### src/rtl/rate_pkg.sv
// Shared definitions for the slow-rate detector: rate codes, FSM encoding and
// the period classifier.
package rate_pkg;

  localparam logic [2:0] RATE_NONE    = 3'd0;
  localparam logic [2:0] RATE_2HZ     = 3'd1;
  localparam logic [2:0] RATE_1HZ     = 3'd2;
  localparam logic [2:0] RATE_05HZ    = 3'd3;
  localparam logic [2:0] RATE_025HZ   = 3'd4;
  localparam logic [2:0] RATE_UNKNOWN = 3'd7;

  typedef enum logic {
    WAIT_FIRST = 1'b0,
    MEASURE    = 1'b1
  } state_e;

  // Inclusive window of +/- nominal/tol_div cycles around a nominal period.
  function automatic logic in_window(input logic [63:0]      cnt,
                                     input longint unsigned  nominal,
                                     input longint unsigned  tol_div);
    longint unsigned tol;
    tol = nominal / tol_div;
    return (cnt >= nominal - tol) && (cnt <= nominal + tol);
  endfunction

  function automatic logic [2:0] classify(input logic [63:0]     cnt,
                                          input longint unsigned clk_hz,
                                          input longint unsigned tol_div);
    logic [2:0] code;
    code = RATE_UNKNOWN;
    if (in_window(cnt, clk_hz / 2, tol_div))           code = RATE_2HZ;
    else if (in_window(cnt, clk_hz, tol_div))          code = RATE_1HZ;
    else if (in_window(cnt, clk_hz * 2, tol_div))      code = RATE_05HZ;
    else if (in_window(cnt, clk_hz * 4, tol_div))      code = RATE_025HZ;
    return code;
  endfunction

endpackage

### src/rtl/sync_rise_detect.sv
// Two-flop synchroniser for a slow asynchronous input, with a one-cycle pulse
// on each synchronised rising edge.
module sync_rise_detect (
  input  logic clk_i,
  input  logic rst_i,
  input  logic d_i,
  output logic rise_o
);

  logic s1_q;
  logic s2_q;
  logic prev_q;

  always_ff @(posedge clk_i or posedge rst_i) begin
    if (rst_i) begin
      s1_q   <= 1'b0;
      s2_q   <= 1'b0;
      prev_q <= 1'b0;
    end else begin
      s1_q   <= d_i;
      s2_q   <= s1_q;
      prev_q <= s2_q;
    end
  end

  assign rise_o = s2_q & ~prev_q;

endmodule

### src/rtl/rate_detector.sv
// Measures the rise-to-rise period of a slow square wave in CLOCK_50 cycles
// and classifies it as one of the divider tick rates.
module rate_detector
  import rate_pkg::*;
#(
  parameter int unsigned CLK_HZ  = 50000000,
  parameter int unsigned TOL_DIV = 64,
  parameter int unsigned CNT_W   = 32
) (
  input  logic             CLOCK_50,
  input  logic             reset,
  input  logic             sig_in,
  output logic [2:0]       rate_code,
  output logic [CNT_W-1:0] period_cycles,
  output logic             valid,
  output logic             rate_change,
  output logic             no_signal
);

  localparam logic [CNT_W-1:0] TIMEOUT = CNT_W'(64'(CLK_HZ) * 64'd8);

  function automatic logic [CNT_W-1:0] sat_inc(input logic [CNT_W-1:0] v);
    return (v >= TIMEOUT) ? TIMEOUT : v + CNT_W'(1);
  endfunction

  logic             rise;
  logic [2:0]       cls_w;

  state_e           state_q,  state_d;
  logic [CNT_W-1:0] cnt_q,    cnt_d;
  logic [2:0]       rate_q,   rate_d;
  logic [CNT_W-1:0] period_q, period_d;
  logic             valid_q,  valid_d;
  logic             rchg_q,   rchg_d;
  logic             nosig_q,  nosig_d;

  sync_rise_detect u_sync (
    .clk_i  (CLOCK_50),
    .rst_i  (reset),
    .d_i    (sig_in),
    .rise_o (rise)
  );

  assign cls_w = classify(64'(cnt_q), 64'(CLK_HZ), 64'(TOL_DIV));

  // The counter always runs; only MEASURE acts on its value, so a rise in
  // WAIT_FIRST simply re-arms it at 1.
  always_comb begin
    state_d  = state_q;
    cnt_d    = rise ? CNT_W'(1) : sat_inc(cnt_q);
    rate_d   = rate_q;
    period_d = period_q;
    valid_d  = 1'b0;
    rchg_d   = 1'b0;
    nosig_d  = nosig_q;
    unique case (state_q)
      WAIT_FIRST: begin
        if (rise) state_d = MEASURE;
      end
      MEASURE: begin
        if (rise) begin
          period_d = cnt_q;
          rate_d   = cls_w;
          valid_d  = 1'b1;
          rchg_d   = (cls_w != rate_q);
          nosig_d  = 1'b0;
        end else if (cnt_q == TIMEOUT) begin
          period_d = '0;
          rate_d   = RATE_NONE;
          nosig_d  = 1'b1;
          state_d  = WAIT_FIRST;
        end
      end
      default: state_d = WAIT_FIRST;
    endcase
  end

  always_ff @(posedge CLOCK_50 or posedge reset) begin
    if (reset) begin
      state_q  <= WAIT_FIRST;
      cnt_q    <= '0;
      rate_q   <= RATE_NONE;
      period_q <= '0;
      valid_q  <= 1'b0;
      rchg_q   <= 1'b0;
      nosig_q  <= 1'b1;
    end else begin
      state_q  <= state_d;
      cnt_q    <= cnt_d;
      rate_q   <= rate_d;
      period_q <= period_d;
      valid_q  <= valid_d;
      rchg_q   <= rchg_d;
      nosig_q  <= nosig_d;
    end
  end

  assign rate_code     = rate_q;
  assign period_cycles = period_q;
  assign valid         = valid_q;
  assign rate_change   = rchg_q;
  assign no_signal     = nosig_q;

endmodule

### config.mk
export PLATFORM = sky130hd
export DESIGN_NAME = rate_detector
export DESIGN_NICKNAME = d
export VERILOG_FILES = /design/src/rtl/rate_pkg.sv /design/src/rtl/sync_rise_detect.sv /design/src/rtl/rate_detector.sv
export SDC_FILE = /design/constraint.sdc
export NUM_CORES = 1
export LEC_CHECK = 0
export CAP_MARGIN = 25
export CORE_ASPECT_RATIO = 1.2
export CORE_MARGIN = 3
export CORE_UTILIZATION = 52
export DETAILED_ROUTE_END_ITERATION = 12
export GPL_ROUTABILITY_DRIVEN = 0
export PLACE_DENSITY = 0.75
export SETUP_SLACK_MARGIN = 0.1
export SYNTH_ARGS = -nofsm -noshare
export SYNTH_HDL_FRONTEND = slang
export SYNTH_HIERARCHICAL = 1
export SYNTH_SLANG_ARGS = --single-unit
### constraint.sdc
create_clock -name CLOCK_50 -period 2.6 [get_ports CLOCK_50]
set_input_delay 0.26 -clock CLOCK_50 [delete_from_list [all_inputs] [get_ports CLOCK_50]]
set_output_delay 0.26 -clock CLOCK_50 [all_outputs]
set_load 0.02 [all_outputs]
# Word-level counts from Yosys, hierarchy flattened
# Cells that the tools add are included.
[op_classes]
addsub = 1
n_lt_le_gt_ge = 9
eq_ne = 2
mux = 19
n_bitwise = 3
n_reduce_logical = 6
[op_table]
columns = ["operator", "count"]
rows = [
  ["$mux W32", 4],
  ["$add A32 B1 Y32 const B", 1],
  ["$eq A32 B29 Y1 const B", 1],
  ["$ge A32 B25 Y1 const B", 1],
  ["$ge A32 B26 Y1 const B", 1],
  ["$ge A32 B27 Y1 const B", 1],
  ["$ge A32 B28 Y1 const B", 1],
  ["$ge A32 B29 Y1 const B", 1],
  ["$le A32 B25 Y1 const B", 1],
  ["$le A32 B26 Y1 const B", 1],
  ["$le A32 B27 Y1 const B", 1],
  ["$le A32 B28 Y1 const B", 1],
  ["$mux W3", 5],
  ["$mux W1", 8],
  ["$logic_and A1 B1 Y1", 4],
  ["$ne A3 B3 Y1", 1],
  ["$mux W2", 1],
  ["$not A1 Y1", 2],
  ["$pmux W1 S2", 1],
  ["$reduce_and A2 Y1", 1],
  ["$reduce_bool A2 Y1", 1],
  ["$and A1 B1 Y1", 1],
]
[totals]
register_bits = 74
in_bits = 3
elab_cells = 50

# Longest topological paths before layout
# Gate-level depths: netlist of the first run.
[logic_depth]
ltp_word = 9
depth_mapped = 11

# Cells and area by module
# The synthesis of the first run kept the hierarchy.
[modules_own_cells]
columns = ["module", "n_inst", "cells_each", "area_each_um2"]
rows = [
  ["rate_detector", 1, 473, 4031.4],
  ["sync_rise_detect", 1, 5, 92.6],
]

# Worst setup path before layout of the first run
# Ideal clock, no wire load.
[synth_path]
kind = "register -> register"
startpoint = "reg cnt_q[0]"
endpoint = "reg rchg_q, in the netlist rate_change"
setup_ns = 0.122
t_arrival_ns = 2.398
setup_slack_ns = 0.081
path_stages_with_launch = 11
n_path_buf = 0
path_cell_list = "dfrtp_1 -> inv_1 -> ha_1 -> or4b_4 -> a2111oi_4 -> o2111ai_1 -> nand4_1 -> o2111ai_2 -> xnor2_1 -> nand4b_1 -> a32o_1"
[synth_between]
elab_chain_len = 9
elab_cells_between_ends = 19
cone_classes = "order compare (8); eq/ne (1); mux (6); reduce/logical (4)"
[synth_lines]
columns = ["element", "line", "text"]
rows = [
  ["start: declaration", "rate_detector.sv:30", "logic [CNT_W-1:0] cnt_q, cnt_d;"],
  ["start signal: assignment", "rate_detector.sv:89", "cnt_q <= cnt_d;"],
  ["$ge A32 B28 Y1 or $le A32 B28 Y1 (tied branches)", "rate_pkg.sv:23", "return (cnt >= nominal - tol) && (cnt <= nominal + tol);"],
  ["$logic_and A1 B1 Y1", "rate_pkg.sv:23", ""],
  ["$mux W2", "rate_pkg.sv:34", "else if (in_window(cnt, clk_hz * 4, tol_div)) code = RATE_025HZ;"],
  ["$mux W3", "rate_pkg.sv:33", "else if (in_window(cnt, clk_hz * 2, tol_div)) code = RATE_05HZ;"],
  ["$mux W3", "rate_pkg.sv:32", "else if (in_window(cnt, clk_hz, tol_div)) code = RATE_1HZ;"],
  ["$mux W3 (*)", "rate_pkg.sv:31", "if (in_window(cnt, clk_hz / 2, tol_div)) code = RATE_2HZ;"],
  ["$ne A3 B3 Y1 (*)", "rate_detector.sv:65", "rchg_d = (cls_w != rate_q);"],
  ["$mux W1 (*)", "rate_detector.sv:61", "if (rise) begin"],
  ["$mux W1 (*)", "rate_detector.sv:56", "unique case (state_q)"],
  ["net rchg_d", "rate_detector.sv:34", "logic rchg_q, rchg_d;"],
  ["end signal: assignment", "rate_detector.sv:93", "rchg_q <= rchg_d;"],
  ["end: declaration", "rate_detector.sv:34", ""],
]
# Mark *: on every way through the listed nets, which the timed path passes. The rest lies on a longest branch.
# A chain may end at the register's enable or synchronous reset.

# Worst setup path in the final report of the first run
[layout_path]
startpoint = "reg cnt_q[22]"
endpoint = "reg rchg_q, in the netlist rate_change"
# Same word-level chain as after synthesis.

==> metrics, run 1 <==
normalized max-slew margin 54.6%; half-perimeter wire length after placement 7900 um; layout net count 542; Detail Route Antenna Nets 0; count of cell types in the netlist 58; register area share after synthesis 44.9%; type of the setup path with the least slack register to register; unrepaired setup endpoints after global routing yes; die span in x 87.3 um; setup-violating endpoint count in the final report 1; final hold viol count 0; Most used DFF post-synth sky130_fd_sc_hd__dfrtp_1; worst-skew pair later-pin latency 0.37 ns; cell chain of the critical path or4_4 -> a311oi_1 -> nor2_1 -> a31oi_1 -> o211ai_2 -> or3b_1 -> a32o_1; library cell with the largest summed area after synthesis sky130_fd_sc_hd__dfrtp_1; minimum period implied by the final worst setup slack 2.62 ns; CP max stage cell sky130_fd_sc_hd__or4_4; buffer levels on the longest clock path 2; PwrDens 515 nW/um2; critical path endpoint category register; leakage component of the power 2.12 nW; largest net degree at the start of global routing 72; starting density of the core 55.1%; largest stage delay on the critical path 0.61 ns; Hold WS 0.103 ns; cells taking the most area after synthesis sky130_fd_sc_hd__dfrtp_1 (44%), sky130_fd_sc_hd__nand3_1 (6.9%), sky130_fd_sc_hd__nand2_1 (6.8%); Cell Area, Synth 4120 um2; Top delay family on crit path simple AND/OR/NAND/NOR gates; violated checks negative setup slack; worst-margin pin slew 0.674 ns; Worst Path Buf+Inv 0; vias post-DR 3955; total overflow reported by the global router 0; count of final max-slew check failures 0; Tightest Hold Check Type primary input to asynchronous set/reset pin; count of state elements after synthesis 74; worst-case setup margin in the final layout -0.0179 ns; die area 9040 um2; clk slew on worst S/H paths 0.08 ns; post-synth top area share 44.3%; final routed DRC violation total 0; Sum Neg Setup Slack -0.0179 ns; number of enable flip-flop cells after synthesis 0; Root Buffer Master sky130_fd_sc_hd__clkbuf_8; number of levels the H-tree was split into 3; TritonCTS clock tree done; Fmax achieved 382 MHz; Port Buffer Count 40; routed via count divided by cell count 6.30; top fanout value on the critical path 9; run status finished with violations; startpoint kind of the worst setup timing path register; number of antenna violations at the first check in global routing 0; IR drop worst, VDD 0.446 mV; top-level port count 41; Die Y 104 um; final worst-path cycle share 101%; count of yosys warnings during synthesis 6; number of buffers created by CTS 9; Final Routed Wirelength 11300 um; number of buffers inserted for hold repair after clock tree synthesis 0; data required time of the critical path 2.84 ns; CTS sink cnt 74; count of max-cap constraint violations 0; via count of the first global-routing pass 3784; Synth Instances 478; initial detailed-routing violation count 464; first-pass GRT wire length 19000 um; Total Routing Usage GR 26.2%; Layout Area Growth over Synthesis 22.4%; number of core rows 34; number of detailed-routing iterations run before antenna repair 7; fraction of registers with async set/reset 100%; final antenna diode count 0; mean instance size in the synthesized netlist 8.63 um2; data arrival time of the critical path 2.86 ns; final clock skew 0.0201 ns; Routed wire per std cell 18.1 um; final core utilization 67.4%; fraction of layout instances using a drive strength above 1 16.4%; floorplan core area 7490 um2
## power by group
part	total (mW)	internal [mW]	leakage [nW]	switching (mW)
Combinational	0.430	0.181	1.11	0.248
Clock	0.893	0.441	0.0917	0.452
Sequential	1.27	1.22	0.923	0.0565
Total	2.60	1.84	2.12	0.757
## cell families after synthesis
| kind of cell | Yosys count | synth area share (%) |
|---|---|---|
| adder cells (fa/ha/maj) | 5 | 1.52 |
| other | 1 | 0.0909 |
| AO/OA/AOI/OAI | 70 | 11.8 |
| AND/OR/NAND/NOR | 244 | 29.7 |
| XOR/XNOR | 28 | 5.95 |
| buffers and inverters | 56 | 5.98 |
| flip-flops | 74 | 44.9 |
## state kept, by name, indices dropped and copies added (netlist names)
signal	flops
u_sync/prev_q	1
rate_code	3
rate_change	1
valid	1
cnt_q	32
u_sync/s2_q	1
state_q	1
no_signal	1
u_sync/s1_q	1
period_cycles	32
## final timing paths
| kind | start | end | slack [ns] | cells after the start |
|---|---|---|---|---|
| min in group CLOCK_50 | sig_in | u_sync/s1_q$_DFF_PP0_ | 0.35 | 1 |
| max reg2reg | cnt_q[22]$_DFF_PP0_ | rate_change$_DFF_PP0_ | -0.02 | 7 |
| max in group asynchronous | reset | no_signal$_DFFE_PP1P_ | 1.92 | 3 |
| min reg2reg | u_sync/s1_q$_DFF_PP0_ | u_sync/s2_q$_DFF_PP0_ | 0.36 | 0 |
| min | reset | u_sync/prev_q$_DFF_PP0_ | 0.10 | 2 |
| max | cnt_q[22]$_DFF_PP0_ | rate_change$_DFF_PP0_ | -0.02 | 7 |
## cells in the final DEF, fill, tap and decap left out, drive strengths merged, types with 10 or more instances in the layout
| cell type | n |
|---|---|
| nand2 | 76 |
| dfrtp | 73 |
| nand3 | 57 |
| buf | 44 |
| clkdlybuf4s50 | 40 |
| nor2 | 39 |
| a21oi | 20 |
| o21ai | 18 |
| inv | 16 |
| xor2 | 14 |
| xnor2 | 14 |
| nor3 | 14 |
| nand4 | 13 |
| or4 | 10 |
## through the flow
stage | worst slack, ns | area (um2) | instances | power, mW
global route | -0.102 | 5050 | 628 | 2.70
floorplan | 0.121 | 4130 | 480 | 1.53
finish | -0.0179 | 5050 | 628 | 2.60
global placement | 0.0883 | 4770 | 610 | 1.70
detailed placement | -0.0175 | 4770 | 610 | 1.72
CTS | 0.0510 | 5000 | 628 | 2.60
## cell usage after synthesis, types with 4 or more instances
master and n:
sky130_fd_sc_hd__nand2_1 75, sky130_fd_sc_hd__dfrtp_1 73, sky130_fd_sc_hd__nand3_1 57, sky130_fd_sc_hd__nor2_1 39
sky130_fd_sc_hd__clkbuf_1 26, sky130_fd_sc_hd__a21oi_1 20, sky130_fd_sc_hd__o21ai_0 18, sky130_fd_sc_hd__inv_1 14
sky130_fd_sc_hd__nor3_1 14, sky130_fd_sc_hd__xnor2_1 14, sky130_fd_sc_hd__xor2_1 14, sky130_fd_sc_hd__nand4_1 13
sky130_fd_sc_hd__buf_2 8, sky130_fd_sc_hd__a31oi_1 7, sky130_fd_sc_hd__nor4_1 7, sky130_fd_sc_hd__or4_1 7
sky130_fd_sc_hd__and3_1 5, sky130_fd_sc_hd__ha_1 5, sky130_fd_sc_hd__nand3b_1 4
## final cells by class
| cell class | count | area, um2 |
|---|---|---|
| Multi-Input combinational cell | 350 | 2090 |
| Timing Repair Buffer | 84 | 743 |
| Sequential cell | 74 | 1860 |
| Fill cell | 609 | 2440 |
| Inverter | 15 | 56.3 |
| Clock buffer | 9 | 124 |
| Clock inverter | 6 | 67.6 |
| Tap cell | 90 | 113 |
## routing by layer
metal / up-vias / GRT usage, % / wire length (um)
met5: - / 0 / 0
met4: 0 / 11.4 / 469
met3: 59 / 5.88 / 917
met2: 234 / 38.2 / 5320
met1: 1877 / 37.2 / 4630
li1: 1785 / - / -
## timing repair
item	4_1_cts	5_1_grt
buffers inserted	3	0
endpoints found under the setup margin	1	32
pin swaps	9	2
resized for setup	4	10
Note: power is estimated with default switching activity, not from simulation.
==> inputs of run 2 (changes only) <==
- GPL_TIMING_DRIVEN: unset -> 0
==> metrics, run 2 (synthesis gave the netlist of run 1 again) <==
run status finished with violations; violated checks negative setup slack; Sum Neg Setup Slack -0.0177 ns; most common cell after layout, fill and taps aside sky130_fd_sc_hd__nand2_1; total overflow reported by the global router 0; Hold WS 0.144 ns; data arrival time of the critical path 2.86 ns; floorplan core area 7490 um2; Fmax achieved 382 MHz; die span in x 87.3 um; worst-case setup margin in the final layout -0.0177 ns; Layout Area Growth over Synthesis 25.2%; IR drop worst, VDD 0.397 mV; layout net count 549; number of detailed-routing iterations run before antenna repair 6; Die Y 104 um; starting density of the core 55.1%; number of buffers created by CTS 9; top fanout value on the critical path 10; first-pass GRT wire length 19200 um; depth of the most critical reg-to-reg path 8; leakage component of the power 2.16 nW; final hold viol count 0; number of buffers inserted for hold repair after clock tree synthesis 0; Port Buffer Count 40; number of levels the H-tree was split into 3; number of antenna violations at the first check in global routing 0; data required time of the critical path 2.85 ns; buffer levels on the longest clock path 2; via count of the first global-routing pass 3892; count of max-cap constraint violations 0; minimum period implied by the final worst setup slack 2.62 ns; Routed wire per std cell 18.9 um; Detail Route Antenna Nets 0; initial detailed-routing violation count 522; Final Routed Wirelength 12000 um; count of final max-slew check failures 0; worst-margin pin slew 0.861 ns; Total Routing Usage GR 26.5%; final worst-path cycle share 101%; final routed DRC violation total 0; PwrDens 525 nW/um2; number of core rows 34; startpoint kind of the worst setup timing path register; largest net degree at the start of global routing 72; clk slew on worst S/H paths 0.09 ns; Root Buffer Master sky130_fd_sc_hd__clkbuf_8; fraction of layout instances using a drive strength above 1 16.7%; type of the setup path with the least slack register to register; final clock skew 0.0158 ns; normalized max-slew margin 42.6%; worst-skew pair later-pin latency 0.37 ns; TritonCTS clock tree done; routed via count divided by cell count 6.41; top-level port count 41; die area 9040 um2; unrepaired setup endpoints after global routing yes; Tightest Hold Check Type primary input to asynchronous set/reset pin; CTS sink cnt 74; final antenna diode count 0; vias post-DR 4078; setup-violating endpoint count in the final report 1; critical path endpoint category register; half-perimeter wire length after placement 7830 um; most frequent cells in the layout sky130_fd_sc_hd__nand2_1 (74), sky130_fd_sc_hd__dfrtp_1 (68), sky130_fd_sc_hd__nand3_1 (56), sky130_fd_sc_hd__clkdlybuf4s50_1 (40), sky130_fd_sc_hd__nor2_1 (39)
-- run 2: routing by layer --
metal  track usage (%)  up-vias  wire [um]
met5                 0        -          0
met4              12.9        0        602
li1                  -     1807          -
met3              4.05       77       1060
met1              36.0     1913       4670
met2              41.0      281       5670
-- run 2: critical path, stage by stage (launching register included) --
cell and delay, ns:
sky130_fd_sc_hd__dfrtp_1 0.40, sky130_fd_sc_hd__buf_2 0.23, sky130_fd_sc_hd__and4_1 0.33, sky130_fd_sc_hd__o2111ai_1 0.22
sky130_fd_sc_hd__a2111o_1 0.41, sky130_fd_sc_hd__nand2_1 0.08, sky130_fd_sc_hd__o211ai_2 0.14, sky130_fd_sc_hd__or3b_1 0.41
sky130_fd_sc_hd__a32o_1 0.28
-- run 2: worst paths after layout --
path,slack (ns),end,startpoint
min reg2reg,0.36,u_sync/s2_q$_DFF_PP0_,u_sync/s1_q$_DFF_PP0_
min,0.14,u_sync/s1_q$_DFF_PP0_,reset
max reg2reg,-0.02,rate_change$_DFF_PP0_,cnt_q[2]$_DFF_PP0_
min in group CLOCK_50,0.33,u_sync/s1_q$_DFF_PP0_,sig_in
max,-0.02,rate_change$_DFF_PP0_,cnt_q[2]$_DFF_PP0_
max in group asynchronous,1.53,cnt_q[28]$_DFF_PP0_,reset
-- run 2: metrics by stage --
stage / instances / util (%) / instance area [um2] / worst slack, ns / power [mW]
after floorplan: 480 / - / 4130 / 0.121 / 1.53
after global placement: 610 / 62.0 / 4640 / -0.650 / 1.69
after detailed placement: 610 / 62.1 / 4650 / -0.217 / 1.70
after CTS: 633 / 67.4 / 5050 / 0.0467 / 2.70
after global routing: 636 / 68.9 / 5160 / -0.108 / 2.80
final: 636 / 68.9 / 5160 / -0.0177 / 2.71
-- run 2: cell type report --
class / count / area (um2)
Fill cell: 568 / 2330
Multi-Input combinational cell: 350 / 2220
Sequential cell: 74 / 1860
Timing Repair Buffer: 53 / 498
Buffer: 38 / 190
Clock buffer: 10 / 128
Tap cell: 90 / 113
Clock inverter: 6 / 91.3
Inverter: 15 / 63.8
-- run 2: timing repair --
| item | in CTS | in global routing |
|---|---|---|
| setup buffers | 9 | 4 |
| gates resized for setup | 27 | 26 |
| endpoints found under the hold margin | 0 | 0 |
| setup endpoints to repair | 31 | 26 |
| pin swaps | 8 | 8 |
-- run 2: power by group --
| part | leakage [nW] | switching, mW | internal (mW) |
|---|---|---|---|
| Clock | 0.110 | 0.450 | 0.544 |
| Combinational | 1.12 | 0.266 | 0.180 |
| Sequential | 0.920 | 0.0534 | 1.22 |
